<file path="config.mk">
export PLATFORM = sky130hd
export DESIGN_NAME = uart_byte_rx_cfg
export DESIGN_NICKNAME = d
export VERILOG_FILES = /design/src/rtl/uart_byte_rx_cfg.sv
export SDC_FILE = /design/constraint.sdc
export NUM_CORES = 1
export LEC_CHECK = 0
export ABC_CLOCK_PERIOD_IN_PS = 7550
export BUFFER_PORTS_ARGS = -buffer_cell sky130_fd_sc_hd__buf_2
export CORE_UTILIZATION = 64
export DETAILED_ROUTE_END_ITERATION = 8
export GPL_TIMING_DRIVEN = 0
export PLACE_DENSITY = 0.95
export REMOVE_ABC_BUFFERS = 1
export SETUP_SLACK_MARGIN = 0.05
export SYNTH_ARGS = -nofsm -noshare
export SYNTH_HDL_FRONTEND = slang
export SYNTH_SLANG_ARGS = --single-unit
</file>
<file path="constraint.sdc">
create_clock -name clk -period 7.55 [get_ports clk]
set_clock_uncertainty 0.05 [all_clocks]
set_input_delay 0.755 -clock clk [delete_from_list [all_inputs] [get_ports clk]]
set_output_delay 0.755 -clock clk [all_outputs]
set_load 0.01 [all_outputs]
</file>
<file path="src/rtl/uart_byte_rx_cfg.sv">
// UART byte receiver with runtime baud divisor and per-frame bits/parity/stop configuration.
// Delivers one byte per frame with a done pulse plus parity and framing error flags.
module uart_byte_rx_cfg #(
    parameter int SYNC_STAGES = 2
) (
    input  logic        clk,
    input  logic        rst_n,
    input  logic        uart_rx,
    input  logic [15:0] baud_divisor,
    input  logic [3:0]  bits_cfg,
    input  logic [1:0]  parity_cfg,
    input  logic [1:0]  stop_cfg,
    output logic [7:0]  data_byte,
    output logic        rx_done,
    output logic        parity_err,
    output logic        frame_err,
    output logic        rx_busy
);

    typedef enum logic [2:0] {
        IDLE,
        START,
        DATA,
        PARITY,
        STOP1,
        STOP2,
        WAIT_IDLE
    } state_t;

    state_t state, state_next;

    logic [SYNC_STAGES-1:0] sync;
    logic        rx_s;
    logic        rx_prev;
    logic [15:0] cnt;
    logic [15:0] limit;
    logic        tick;
    logic        start_edge;
    logic        finish;
    logic        stop_bad;
    logic [3:0]  bits_dec;
    logic [3:0]  n_bits;
    logic        par_en;
    logic        par_odd;
    logic        two_stop;
    logic [2:0]  bit_idx;
    logic [7:0]  shreg;
    logic        par_bit;
    logic        ferr;

    assign rx_s       = sync[SYNC_STAGES-1];
    assign bits_dec   = (bits_cfg >= 4'd5 && bits_cfg <= 4'd8) ? bits_cfg : 4'd8;
    assign limit      = (state == START) ? {1'b0, baud_divisor[15:1]} : baud_divisor;
    assign tick       = (state != IDLE) && (cnt == limit - 16'd1);
    assign start_edge = (state == IDLE) && rx_prev && !rx_s;
    assign stop_bad   = ferr | ~rx_s;

    // Synchronizer presets to idle-high so reset release never looks like a start edge.
    always_ff @(posedge clk or negedge rst_n) begin
        if (!rst_n) begin
            sync    <= '1;
            rx_prev <= 1'b1;
        end else begin
            sync    <= {sync[SYNC_STAGES-2:0], uart_rx};
            rx_prev <= rx_s;
        end
    end

    always_ff @(posedge clk or negedge rst_n) begin
        if (!rst_n) begin
            state <= IDLE;
        end else begin
            state <= state_next;
        end
    end

    always_comb begin
        state_next = state;
        case (state)
            IDLE:      if (start_edge) state_next = START;
            START:     if (tick) state_next = rx_s ? IDLE : DATA;
            DATA:      if (tick && {1'b0, bit_idx} == n_bits - 4'd1)
                           state_next = par_en ? PARITY : STOP1;
            PARITY:    if (tick) state_next = STOP1;
            STOP1:     if (tick) begin
                           if (two_stop)      state_next = STOP2;
                           else if (stop_bad) state_next = WAIT_IDLE;
                           else               state_next = IDLE;
                       end
            STOP2:     if (tick) state_next = stop_bad ? WAIT_IDLE : IDLE;
            WAIT_IDLE: if (rx_s) state_next = IDLE;
            default:   state_next = IDLE;
        endcase
    end

    always_comb begin
        finish  = tick && ((state == STOP1 && !two_stop) || state == STOP2);
        rx_busy = (state != IDLE) && (state != WAIT_IDLE);
    end

    // Frame configuration is latched at the start edge; only baud_divisor is used live.
    always_ff @(posedge clk or negedge rst_n) begin
        if (!rst_n) begin
            cnt        <= '0;
            n_bits     <= 4'd8;
            par_en     <= 1'b0;
            par_odd    <= 1'b0;
            two_stop   <= 1'b0;
            bit_idx    <= '0;
            shreg      <= '0;
            par_bit    <= 1'b0;
            ferr       <= 1'b0;
            data_byte  <= '0;
            rx_done    <= 1'b0;
            parity_err <= 1'b0;
            frame_err  <= 1'b0;
        end else begin
            rx_done <= finish;
            if (start_edge) begin
                cnt      <= '0;
                n_bits   <= bits_dec;
                par_en   <= (parity_cfg == 2'b01) || (parity_cfg == 2'b10);
                par_odd  <= (parity_cfg == 2'b10);
                two_stop <= (stop_cfg == 2'd2);
                bit_idx  <= '0;
                shreg    <= '0;
                par_bit  <= 1'b0;
                ferr     <= 1'b0;
            end else if (state != IDLE) begin
                cnt <= tick ? '0 : cnt + 16'd1;
                if (tick) begin
                    case (state)
                        DATA: begin
                            shreg[bit_idx] <= rx_s;
                            bit_idx        <= bit_idx + 3'd1;
                        end
                        PARITY:       par_bit <= rx_s;
                        STOP1, STOP2: if (!rx_s) ferr <= 1'b1;
                        default:      ;
                    endcase
                end
            end
            // Unused upper data bits stay zero, so parity over shreg covers only the N bits.
            if (finish) begin
                data_byte  <= shreg;
                parity_err <= par_en & (^shreg ^ par_bit ^ par_odd);
                frame_err  <= stop_bad;
            end
        end
    end

endmodule

</file>
==> flow_metrics.env, run 1 <==
export IMPL_status="finished, final reports clean"
export IMPL_drt_iter0_drc=423
export IMPL_cts_clk_slew_worst_paths_ns=0.11
export IMPL_place_hpwl_um=6590
export IMPL_tightest_slew_ns=1.14
export IMPL_hold_class="register to register"
export IMPL_cpPeakStageDelay_ns=0.88
export IMPL_fillers=396
export IMPL_final_util_pct=72.9
export IMPL_wl_per_cell_um=16.6
export IMPL_rsz0062_at_grt="false"
export IMPL_cts_tree="yes"
export IMPL_grt_start_max_net_pins=54
export IMPL_place_ws_ns=1.88
export IMPL_gr_usage_all_layers_pct=31.1
export IMPL_via_per_inst=6.64
export IMPL_grt_pass1_vias=3434
export IMPL_setup_ws_ns=1.75
export IMPL_num_io_pins=39
export IMPL_overflow=0
export IMPL_drv_slew=0
export IMPL_post_route_period_util_pct=76.8
export IMPL_powerDensity_nw_per_um2=138
export IMPL_nets=501
export IMPL_synth_area_sq_um=3860
export IMPL_floorplan_rows=27
export IMPL_cts_resized=0
export IMPL_drc=0
export IMPL_ys_types=65
export IMPL_postCtsHoldBufs=0
export IMPL_critical_path_endpoint_type="register"
export IMPL_cts_buffers=5
export IMPL_crit_family="simple AND/OR/NAND/NOR gates"
export IMPL_clk_path_buf_depth=2
export IMPL_drtAntennaViolNets=0
export IMPL_post_cts_setup_buffers=0
export IMPL_worst_path_max_fanout=17
export IMPL_cp_slowest_cell="nor3_2"
export IMPL_cp_required_ns=7.69
export IMPL_worstPathArrival_ns=5.94
export IMPL_die_x_um=79.7
export IMPL_p_leak_nw=1.73
export IMPL_maxSlewHeadroom_pct=23.8
export IMPL_num_antenna_cells=0
export IMPL_finalSetupViolations=0
export IMPL_core_area_sq_um=5680
export IMPL_cts_sinks=53
export IMPL_htreeDepth=2
export IMPL_wl_um=9010
export IMPL_synth_warnings=0
export IMPL_hold_viol=0
export IMPL_num_vias=3598
export IMPL_postSynthCellCount=453
export IMPL_clk_latency_ns=0.32
export IMPL_portBuffers=38
export IMPL_period_needed_ns=5.80
export IMPL_crit_chain="or3b_2 -> and2_1 -> a21oi_1 -> ha_1 -> or4b_1 -> or4_4 -> o311a_1 -> a31oi_2 -> xnor2_1 -> nand4bb_1 -> nor3_2 -> mux2_2"
export IMPL_drive_gt1_share_pct=16.0
export IMPL_grt_pass1_wl_um=15500
export IMPL_crit_buf_inv=0
export IMPL_critical_path_class="register to register"
export IMPL_synth_edf_count=0
export IMPL_floorplan_initialDensity_pct=68.1
export IMPL_postSynthAreaPerCell_sq_um=8.53
export IMPL_firstDrtPassIters=5
export IMPL_maxCapViolCount=0
export IMPL_start_kind="register"
export IMPL_synth_ff_type="dfrtp_1"
export IMPL_async_reset_ff_share_pct=100
export IMPL_areaGrowthSynthToFinish_pct=6.99
export IMPL_max_clock_freq_ghz=0.172
export IMPL_antenna_found_initial=0
export IMPL_gp_congestion=0.860
export IMPL_ys_seq_area_share_pct=34.4
export IMPL_dieArea_sq_um=6350
export IMPL_finalSetupTns_ns=0
export IMPL_peakVddDrop_v=0.000123
export IMPL_ys_ff_latch=53
export IMPL_die_h_um=79.7
export IMPL_cts_root_buf="clkbuf_8"
[stage by stage]
step	cells	total power, mW	hold WS, ns	cell area (sq um)
after floorplan	422	0.376	0.295	3740
after global placement	532	0.408	0.296	4020
after detailed placement	534	0.414	0.297	4050
after CTS	542	0.570	0.310	4140
after global routing	542	0.595	0.314	4140
final	542	0.571	0.309	4140
[path summary, 6_finish.rpt]
kind | from | to | slack [ns] | depth (start not counted)
worst min register to register | sync[0]$_DFF_PN1_ | sync[1]$_DFF_PN1_ | 0.31 | 0
min in group asynchronous | rst_n | frame_err$_DFFE_PN0P_ | 0.60 | 1
worst min-delay path | sync[0]$_DFF_PN1_ | sync[1]$_DFF_PN1_ | 0.31 | 0
worst max register to register | state[1]$_DFFE_PN0P_ | data_byte[4]$_DFFE_PN0P_ | 1.75 | 12
worst max-delay path | state[1]$_DFFE_PN0P_ | data_byte[4]$_DFFE_PN0P_ | 1.75 | 12
max in group asynchronous | rst_n | cnt[1]$_DFFE_PN0P_ | 6.13 | 1
[cell families after synthesis]
family,count (synthesis),share of synthesized area [%]
simple gates,203,27.7
flops,53,34.4
buf+inv,43,4.47
xor+xnor,45,10.2
compound gates,80,15.0
fa+ha+maj,5,1.62
mux,24,6.57
[flip-flops by register name (all words and copies together), names as in the netlist, 2 cells and up]
signal / count
cnt: 16
data_byte: 8
shreg: 8
n_bits: 4
bit_idx: 3
state: 3
sync: 2
[per-layer routing]
metal  GRT usage [%]  share of wire [%]  vias to the layer above
li1                -                  -                     1658
met1            39.6                 41                     1727
met2            52.6                 50                      186
met3            4.46                6.7                       27
met4            13.3                2.6                        0
met5               0                  0                        -
[cell usage after synthesis (all sizes together) (2+ instances only)]
cell     count  area (sq um)
nand4        8          50.1
nor4         5          31.3
dfstp        4           105
mux2        11           124
o21a         4          30.0
or3         12          75.1
nand2       58           218
o22ai        2          12.5
o21ai       12          60.1
mux2i       13           130
nor3        16          85.1
nand3b       3          22.5
nor2b       11          68.8
a2111oi      3          45.1
a31oi        8          56.3
a31o         2          17.5
nand3       18          90.1
nor4b        5          43.8
or4          6          48.8
ha           5          62.6
nand4b       2          17.5
clkbuf      27           101
or4b         3          30.0
dfrtp       49          1230
a21oi       12          60.1
or2          2          12.5
o211ai      11          82.6
a211o        2          17.5
nor3b        2          15.0
buf          4          26.3
and3         5          31.3
nor2        32           120
xnor2       28           245
o31ai        6          45.0
inv         11          41.3
xor2        17           149
or3b         2          17.5
o21bai       2          15.0
nand2b       9          56.3
a211oi       3          22.5
[power breakdown]
part	switching [mW]	internal, mW
sequential	0.0229	0.294
clock	0.0933	0.0663
combinational	0.0526	0.0414
[area by class of cell]
class	instances	area, sq um	area share (%)
well taps	72	90.1	2.18
clock inverters	2	13.8	0.333
repair buffers	40	216	5.23
flip-flops and latches	53	1330	32.2
clock buffers	6	72.6	1.75
multi-input cells	357	2370	57.2
inverters	12	45.0	1.09
[cell usage in the layout (no fill, tap or decap), types with 3 or more instances in the layout]
master,netlist,routed
a211oi_1,3,3
a21oi_1,12,12
a31oi_1,7,7
and3_1,5,5
buf_2,3,38
clkbuf_8,0,5
dfrtp_1,49,49
dfstp_2,4,4
ha_1,5,5
inv_1,11,11
mux2_2,11,11
mux2i_1,13,13
nand2_1,58,58
nand2b_1,9,9
nand3_1,18,18
nand3b_1,3,3
nand4_1,8,8
nor2_1,32,32
nor2b_1,11,11
nor3_1,15,15
nor4_1,5,5
nor4b_1,5,5
o211ai_1,11,11
o21a_1,4,4
o21ai_0,12,12
o31ai_1,6,6
or3_1,12,12
or4_1,5,5
xnor2_1,28,28
xor2_1,17,17
No activity file was read; power rests on OpenSTA's default activity.
==> run 2: changes to the inputs <==
--- a/config.mk
+++ b/config.mk
@@ -5,12 +5,13 @@
 export SDC_FILE = /design/constraint.sdc
 export NUM_CORES = 1
 export LEC_CHECK = 0
-export ABC_CLOCK_PERIOD_IN_PS = 7550
+export ABC_AREA = 1
+export ABC_CLOCK_PERIOD_IN_PS = 4800
 export BUFFER_PORTS_ARGS = -buffer_cell sky130_fd_sc_hd__buf_2
-export CORE_UTILIZATION = 64
+export CORE_UTILIZATION = 54
 export DETAILED_ROUTE_END_ITERATION = 8
 export GPL_TIMING_DRIVEN = 0
-export PLACE_DENSITY = 0.95
+export PLACE_DENSITY = 0.86
 export REMOVE_ABC_BUFFERS = 1
 export SETUP_SLACK_MARGIN = 0.05
 export SYNTH_ARGS = -nofsm -noshare
==> constraint.sdc (replaced) <==
create_clock -name clk -period 4.8 [get_ports clk]
set_clock_uncertainty 0.05 [all_clocks]
set_input_delay 0.48 -clock clk [delete_from_list [all_inputs] [get_ports clk]]
set_output_delay 0.48 -clock clk [all_outputs]
set_load 0.01 [all_outputs]
==> run 2 against run 1 <==
Net effect: setup slack lost 0.68 ns; highest routed layer unchanged; cell count rose by 27%; critical endpoint is now shreg[7]$_DFFE_PN0P_; largest cell class unchanged; area after synthesis is 1.5% higher; largest power group is now combinational cells.
==> flow_metrics.env, run 2 <==
export IMPL_status="finished, final reports clean"
export IMPL_critical_path_class="register to register"
export IMPL_floorplan_rows=30
export IMPL_synth_top_cell_area_share_pct=31.3
export IMPL_grt_pass1_vias=3530
export IMPL_place_ws_ns=1.11
export IMPL_cts_tree="yes"
export IMPL_whs_ns=0.199
export IMPL_clk_latency_ns=0.32
export IMPL_drtAntennaViolNets=0
export IMPL_floorplan_initialDensity_pct=56.8
export IMPL_top_register="cnt"
export IMPL_top_regs="cnt (16), data_byte (8), shreg (8)"
export IMPL_hold_start="uart_rx"
export IMPL_grt_start_max_net_pins=54
export IMPL_cts_resized=0
export IMPL_wl_per_cell_um=12.9
export IMPL_drt_iter0_drc=207
export IMPL_postSynthCellCount=560
export IMPL_start_kind="register"
export IMPL_rsz0062_at_grt="false"
export IMPL_clk_path_buf_depth=2
export IMPL_num_io_pins=39
export IMPL_nets=622
export IMPL_areaGrowthSynthToFinish_pct=8.04
export IMPL_hold_viol=0
export IMPL_post_cts_setup_buffers=0
export IMPL_hold_class="input pin to register"
export IMPL_cts_clk_slew_worst_paths_ns=0.10
export IMPL_finalSetupTns_ns=0
export IMPL_maxCapViolCount=0
export IMPL_rr_startpoint="state[1]$_DFFE_PN0P_"
export IMPL_worst_path_max_fanout=25
export IMPL_setup_ws_ns=1.07
export IMPL_gr_usage_all_layers_pct=25.2
export IMPL_mostFrequentLayoutCells="172 x nand2_1, 68 x inv_1, 50 x nor2_1"
export IMPL_place_area_sq_um=4130
export IMPL_powerDensity_nw_per_um2=474
export IMPL_post_route_period_util_pct=77.8
export IMPL_synth_top_cell_by_area="dfrtp_1"
export IMPL_portBuffers=38
export IMPL_ys_ff_latch=53
export IMPL_core_area_sq_um=6910
export IMPL_place_hpwl_um=6870
export IMPL_startpoint="state[1]$_DFFE_PN0P_"
export IMPL_finalSetupViolations=0
export IMPL_maxSlewHeadroom_pct=23.7
export IMPL_gp_congestion=0.928
export IMPL_largest_reg_flops=16
export IMPL_clockPowerShare_pct=15.5
export IMPL_worstPathArrival_ns=3.90
export IMPL_pwr_share_comb_pct=52.7
export IMPL_synth_area_leaders="dfrtp_1 31%, nand2_1 16%, inv_1 6.5%"
export IMPL_postSynthAreaPerCell_sq_um=7.00
export IMPL_design_area_sq_um=4240
export IMPL_synthTopCellsByCount="172 x nand2_1, 68 x inv_1, 50 x nor2_1"
export IMPL_synth_warnings=0
export IMPL_peakVddDrop_v=0.000289
export IMPL_yosysMostFrequentCell="nand2_1"
export IMPL_p_leak_nw=2.18
export IMPL_max_clock_freq_ghz=0.268
export IMPL_via_per_inst=5.43
export IMPL_synth_ff_type="dfrtp_1"
export IMPL_power_switching_mw=0.971
export IMPL_die_h_um=87.2
export IMPL_synth_area_sq_um=3920
export IMPL_ys_seq_area_share_pct=33.9
export IMPL_period_needed_ns=3.73
export IMPL_postCtsHoldBufs=0
export IMPL_cts_sinks=53
export IMPL_cp_required_ns=4.96
export IMPL_num_vias=3727
export IMPL_num_antenna_cells=0
export IMPL_seqPwrFrac_pct=31.9
export IMPL_p_sw_share_pct=48.3
export IMPL_async_reset_ff_share_pct=100
export IMPL_antenna_found_initial=0
export IMPL_synth_edf_count=0
export IMPL_critical_path_endpoint_type="register"
export IMPL_cts_buffers=5
export IMPL_htreeDepth=2
export IMPL_cellInternalPower_mw=1.04
export IMPL_grt_pass1_wl_um=15100
export IMPL_ys_types=41
export IMPL_overflow=0
export IMPL_die_x_um=87.2
export IMPL_wl_um=8880
export IMPL_drc=0
export IMPL_cts_root_buf="clkbuf_8"
export IMPL_final_common_cell="nand2_1"
export IMPL_drv_slew=0
export IMPL_tightest_slew_ns=1.15
export IMPL_dieArea_sq_um=7610
export IMPL_firstDrtPassIters=5
export IMPL_drive_gt1_share_pct=14.7
[run 2: cell types whose count changed after synthesis, sizes merged, moves of 10 or more]
| cell | change |
|---|---|
| or3 | -12 |
| nor2b | -10 |
| xnor2 | -20 |
| nor2 | +29 |
| mux2i | -13 |
| o21ai | +11 |
| nand3 | +35 |
| o211ai | -11 |
| clkbuf | -21 |
| nand2 | +126 |
| mux2 | -11 |
| inv | +59 |
| nand4 | +10 |
[run 2: path summary, 6_finish.rpt]
check	endpoint	slack (ns)	depth (start not counted)
worst max-delay path	shreg[7]$_DFFE_PN0P_	1.07	15
worst min-delay path	sync[0]$_DFF_PN1_	0.20	1
worst max register to register	shreg[7]$_DFFE_PN0P_	1.07	15
worst min register to register	sync[1]$_DFF_PN1_	0.31	0
max in group asynchronous	n_bits[1]$_DFFE_PN0P_	3.65	1
min in group asynchronous	data_byte[7]$_DFFE_PN0P_	0.33	1
[run 2: logic make-up (layout without fill, tap and decap cells)]
kind of cell | after synthesis | count (layout) | synth area share [%]
and+or+nand+nor | 338 | 338 | 40.4
buffers and inverters | 85 | 116 | 9.44
DFF | 53 | 53 | 33.9
AOI/OAI and AO/OA | 52 | 52 | 8.26
xor gates and xnor gates | 27 | 27 | 6.38
adders and majority gates | 5 | 5 | 1.59
[run 2: layout make-up]
type,instances,area [sq um]
timing repair buffer,38,190
fill,682,2670
inverter,70,263
clock buffer,5,68.8
sequential,53,1330
multi-input combinational,422,2220
tap,96,120
clock inverter,3,43.8
[run 2: per-stage QoR]
step	cells	total power [mW]	util [%]
finish	687	2.01	61.4
global route	687	2.18	61.4
CTS	687	2.01	61.4
detailed placement	679	1.70	59.7
global placement	679	1.64	59.7
floorplan	545	1.44	-
[run 2: routing by layer]
layer / up-vias / global-route usage (%) / part of all wire (%)
li1: 1852 / - / -
met2: 112 / 47.3 / 52
met3: 10 / 2.56 / 4.2
met5: - / 0 / 0
met1: 1753 / 30.6 / 43
met4: 0 / 6.86 / 1.0
[run 2: critical path: stages, from the launching register on]
cell     delay, ns
dfrtp_1       0.45
inv_1         0.39
nand3_4       0.35
nand2_2       0.18
nand2_4       0.08
ha_1          0.26
xnor2_1       0.23
nor2_1        0.07
nor3_1        0.26
nand2_1       0.13
nor3_4        0.25
nand3_4       0.18
nand2_4       0.28
nand2_4       0.20
o21ai_0       0.20
nand2_1       0.07
[run 2: power groups by stage]
stage	logic (mW)	clock network [mW]	registers [mW]
finish	1.06	0.311	0.640
floorplan	0.828	0	0.615
CTS	1.05	0.313	0.638
detailed placement	1.05	0	0.646
global placement	1.00	0	0.638
global route	1.20	0.329	0.651
